===== config.mk =====
export PLATFORM = sky130hd
export DESIGN_NAME = mem_port_arbiter
export DESIGN_NICKNAME = d
export VERILOG_FILES = /design/src/rtl/mem_port_arbiter.sv
export SDC_FILE = /design/constraint.sdc
export NUM_CORES = 1
export LEC_CHECK = 0
export BUFFER_PORTS_ARGS = -buffer_cell sky130_fd_sc_hd__buf_2
export CORE_AREA = 2 2 109 111
export DETAILED_ROUTE_END_ITERATION = 8
export DIE_AREA = 0 0 111 113
export SLEW_MARGIN = 20
export SYNTH_ARGS = -nofsm -noshare
export SYNTH_HDL_FRONTEND = slang
export SYNTH_SLANG_ARGS = --single-unit

===== constraint.sdc =====
create_clock -name clk -period 2.66 [get_ports clk]
set_clock_uncertainty 0.2 [all_clocks]
set_input_delay 0.133 -clock clk [delete_from_list [all_inputs] [get_ports clk]]
set_output_delay 0.133 -clock clk [all_outputs]
set_load 0.05 [all_outputs]

===== src/rtl/mem_port_arbiter.sv =====
// Shares one single-port memory between instruction fetch and load/store.
// Data normally wins arbitration. A saturating wait counter hands priority to
// fetch after MAX_WAIT lost cycles. Read IDs are queued in order, and each
// response is steered back to the requester that issued the read.
module mem_port_arbiter #(
  parameter int AW          = 32,
  parameter int DW          = 32,
  parameter int OUTSTANDING = 2,
  parameter int MAX_WAIT    = 4
) (
  input  logic            clk,
  input  logic            rst_n,
  input  logic            if_req,
  input  logic [AW-1:0]   if_addr,
  output logic            if_gnt,
  output logic            if_rvalid,
  output logic [DW-1:0]   if_rdata,
  input  logic            d_req,
  input  logic            d_we,
  input  logic [DW/8-1:0] d_wstrb,
  input  logic [AW-1:0]   d_addr,
  input  logic [DW-1:0]   d_wdata,
  output logic            d_gnt,
  output logic            d_rvalid,
  output logic [DW-1:0]   d_rdata,
  output logic            mem_req,
  output logic            mem_we,
  output logic [DW/8-1:0] mem_wstrb,
  output logic [AW-1:0]   mem_addr,
  output logic [DW-1:0]   mem_wdata,
  input  logic            mem_ready,
  input  logic            mem_rvalid,
  input  logic [DW-1:0]   mem_rdata,
  output logic            resp_err
);

  localparam int PW = (OUTSTANDING > 1) ? $clog2(OUTSTANDING) : 1;
  localparam int CW = $clog2(OUTSTANDING + 1);
  localparam int WW = $clog2(MAX_WAIT + 1);
  localparam logic [CW-1:0] FULL  = CW'(OUTSTANDING);
  localparam logic [WW-1:0] WMAX  = WW'(MAX_WAIT);
  localparam logic [PW-1:0] PLAST = PW'(OUTSTANDING - 1);

  // ID FIFO: 0 = fetch, 1 = data
  logic [OUTSTANDING-1:0] id_q, id_d;
  logic [PW-1:0]          rd_ptr_q, rd_ptr_d, wr_ptr_q, wr_ptr_d;
  logic [CW-1:0]          cnt_q, cnt_d;
  logic [WW-1:0]          wait_q, wait_d;
  logic                   err_q, err_d;

  logic pop, push, rd_ok, if_elig, d_elig, sel_if, sel_d, head;

  // Arbitration, memory-side mux, grants and response steering.
  // Everything is qualified by rst_n so that outputs are quiet while reset
  // is asserted, even if requesters are still driving.
  always_comb begin
    pop       = rst_n & mem_rvalid & (cnt_q != '0);
    // a pop in the same cycle frees a slot, so a read may push at full
    rd_ok     = (cnt_q != FULL) | pop;
    if_elig   = rst_n & if_req & rd_ok;
    d_elig    = rst_n & d_req & (d_we | rd_ok);
    sel_if    = if_elig & (~d_elig | (wait_q == WMAX));
    sel_d     = d_elig & ~sel_if;
    mem_req   = sel_if | sel_d;
    mem_we    = 1'b0;
    mem_wstrb = '0;
    mem_addr  = '0;
    mem_wdata = '0;
    if (sel_d) begin
      mem_we    = d_we;
      mem_wstrb = d_wstrb;
      mem_addr  = d_addr;
      mem_wdata = d_wdata;
    end else if (sel_if) begin
      mem_addr  = if_addr;
    end
    if_gnt    = sel_if & mem_ready;
    d_gnt     = sel_d & mem_ready;
    push      = if_gnt | (d_gnt & ~d_we);
    head      = id_q[rd_ptr_q];
    if_rvalid = pop & ~head;
    d_rvalid  = pop & head;
    if_rdata  = mem_rdata;
    d_rdata   = mem_rdata;
    resp_err  = err_q;
  end

  // Next state for the ID FIFO, the starvation counter and the sticky error.
  always_comb begin
    id_d     = id_q;
    rd_ptr_d = rd_ptr_q;
    wr_ptr_d = wr_ptr_q;
    cnt_d    = cnt_q + CW'(push) - CW'(pop);
    wait_d   = '0;
    // a response with nothing outstanding is dropped and flagged
    err_d    = err_q | (mem_rvalid & (cnt_q == '0));
    if (push) begin
      id_d[wr_ptr_q] = d_gnt;
      wr_ptr_d = (wr_ptr_q == PLAST) ? '0 : wr_ptr_q + PW'(1);
    end
    if (pop)
      rd_ptr_d = (rd_ptr_q == PLAST) ? '0 : rd_ptr_q + PW'(1);
    if (if_req & ~if_gnt)
      wait_d = (wait_q == WMAX) ? WMAX : wait_q + WW'(1);
  end

  // State registers.
  always_ff @(posedge clk or negedge rst_n) begin
    if (!rst_n) begin
      id_q     <= '0;
      rd_ptr_q <= '0;
      wr_ptr_q <= '0;
      cnt_q    <= '0;
      wait_q   <= '0;
      err_q    <= 1'b0;
    end else begin
      id_q     <= id_d;
      rd_ptr_q <= rd_ptr_d;
      wr_ptr_q <= wr_ptr_d;
      cnt_q    <= cnt_d;
      wait_q   <= wait_d;
      err_q    <= err_d;
    end
  end

endmodule


==> flow_metrics.env <==
export IMPL_relSlewSlack_pct=69.8
export IMPL_vias_per_cell=3.96
export IMPL_die_h_um=113
export IMPL_synth_top_area_cell="buf_4"
export IMPL_ys_warn_count=0
export IMPL_first_pass_iters=4
export IMPL_synth_fp_nets=339
export IMPL_crit_type="flop to primary output"
export IMPL_pin_count=278
export IMPL_cts_sinks=10
export IMPL_grt_pass1_vias=1868
export IMPL_grt_overflow_total=0
export IMPL_synth_seq_cells=10
export IMPL_vdd_drop_max_uv=314
export IMPL_path_clk_slew_ps=40
export IMPL_p_leak_nw=1.36
export IMPL_grt_pass1_wl_mm=10.0
export IMPL_period_needed_ps=2490
export IMPL_cts_tree="built"
export IMPL_setup_violations=0
export IMPL_areaGrowthSynthToFinish_pct=44.3
export IMPL_use_met3_pct=2.52
export IMPL_layout_common_cells="buf_2 (181), and2_1 (38), a22o_1 (32)"
export IMPL_grtUsageMet1_pct=12.3
export IMPL_fin_crit_sh_pct=93.7
export IMPL_htree_levels=1
export IMPL_antenna_left=0
export IMPL_start_util_pct=14.3
export IMPL_path_max_fanout=35
export IMPL_hp_class="primary input to flop"
export IMPL_synth_edff_count=0
export IMPL_synthFlopType="dfrtp_1"
export IMPL_rsz0062_at_grt="true"
export IMPL_drv_slew=0
export IMPL_fmax_mhz=401
export IMPL_design_core_area_mm2=0.0113
export IMPL_num_rows=39
export IMPL_critPathArrivalTime_ps=2160
export IMPL_syn_area_per_cell_um2=8.23
export IMPL_worstSetupEndpointType="primary output"
export IMPL_hpwl_mm=5.74
export IMPL_avgRoutedWirePerCell_um=14.7
export IMPL_drc_errors=0
export IMPL_ys_top_cells_by_area="buf_4 (30%), a22o_1 (17%), dfrtp_1 (16%), and2_1 (15%), ha_1 (3.1%)"
export IMPL_wl_mm=6.71
export IMPL_cts_buffers=3
export IMPL_tightest_slew_ps=452
export IMPL_status="finished clean"
export IMPL_vias=1805
export IMPL_synth_seq_area_share_pct=15.5
export IMPL_start_kind="flop"
export IMPL_drv_cap=0
export IMPL_portBuffers=181
export IMPL_fin_nets=457
export IMPL_post_route_util_pct=20.7
export IMPL_antenna_cells=0
export IMPL_synthArstFlopShare_pct=100
export IMPL_drt_iter0_markers=58
export IMPL_syn_inst=196
export IMPL_die_width_um=111
export IMPL_grt_usage_pct=9.94
export IMPL_antenna_found_initial=0
export IMPL_use_met2_pct=16.5
export IMPL_clk_latency_ps=240
export IMPL_powerDensity_mw_per_mm2=569
export IMPL_die_area_mm2=0.0125
export IMPL_yosys_area_top_type_share_pct=30.2
export IMPL_top_usage_layer="met2"
export IMPL_layout_commonest_cell="buf_2"
export IMPL_root_buffer="clkbuf_16"
export IMPL_gp_congestion=0.763
export IMPL_drive_above_1_share_pct=61.3
export IMPL_hold_ws_ps=23.2
export IMPL_cts_path_max_buffers=2
export IMPL_yosys_cell_types_count=29
export IMPL_required_ps=2330
export IMPL_netlist_area_mm2=0.00161
export IMPL_grt_max_degree=39
export IMPL_hold_viol_final=0
-- cell type report --
cell class	count	area, um^2
Fill cell	1276	8940
Timing Repair Buffer	187	962
Multi-Input combinational cell	106	826
Sequential cell	10	250
Tap cell	143	179
Clock buffer	4	88.8
Inverter	6	22.5
-- power by group --
group          internal (mW)  switching (mW)  total, mW  leakage (nW)
clock network          0.226          0.0681      0.294        0.0442
logic                  0.258           0.516      0.775          1.19
registers              0.206          0.0509      0.257         0.120
total                  0.690           0.636       1.33          1.36
-- synthesized netlist by cell type, types with 2 or more instances --
library cell and n:
a21o_1 2, a22o_1 32, and2_1 38, and4_1 2
buf_2 5, buf_4 65, clkbuf_2 4, dfrtp_1 10
ha_1 4, inv_1 6, nand2_1 5, nand3b_1 2
nor2_1 2, xnor2_1 4
-- kinds of logic after synthesis --
kind of cell               synth area share, %
adders and majority gates                 3.10
and+or+nand+nor                           21.3
AOI/OAI and AO/OA                         22.9
buffers and inverters                     34.4
xor gates and xnor gates                  2.17
DFF                                       15.5
muxes                                    0.620
-- final timing paths --
kind | start | to | slack (ps) | cells after the start
setup / recovery | wait_q[0] | mem_addr[15] | 170 | 7
hold / removal | mem_ready | id_q[0] | 20 | 3
setup reg to reg | wait_q[0] | cnt_q[1] | 330 | 10
hold reg to reg | resp_err | resp_err | 250 | 1
max in group asynchronous | rst_n | wait_q[2] | 1670 | 2
min in group asynchronous | rst_n | id_q[1] | 280 | 2
-- registers in the layout (all words and copies together) (netlist names) --
register  cells
id_q          2
resp_err      1
wr_ptr_q      1
wait_q        3
cnt_q         2
rd_ptr_q      1
-- metrics by stage --
stage               instances  cell area (um^2)  power, mW  worst slack (ps)  setup TNS, ps
global route              456              2330       1.41             -4.16          -4.16
CTS                       456              2310       1.34              51.3              0
floorplan                 196              1610       1.06               337              0
detailed placement        449              2190       1.03               188              0
finish                    456              2330       1.33               169              0
global placement          449              2190       1.02               321              0
-- worst max-delay path, stage by stage (launching register included) --
cell and delay, ps:
dfrtp_1 370, inv_1 70, ha_1 170, nand2_1 120, a311oi_4 340, buf_6 320
a22o_1 230, buf_2 280
-- repair_timing --
item                       in CTS  in global routing
hold endpoints to repair       13                  0
setup buffers                   0                  0
hold buffers                    3                  0
gates resized for setup         0                  3
setup endpoints to repair       0                 34
-- layer usage --
layer	up-vias	share of wire (%)
met5	-	0
met4	0	3.0
met3	26	8.8
met2	121	46
met1	814	42
li1	844	-
No activity file was read; power rests on OpenSTA's default activity.
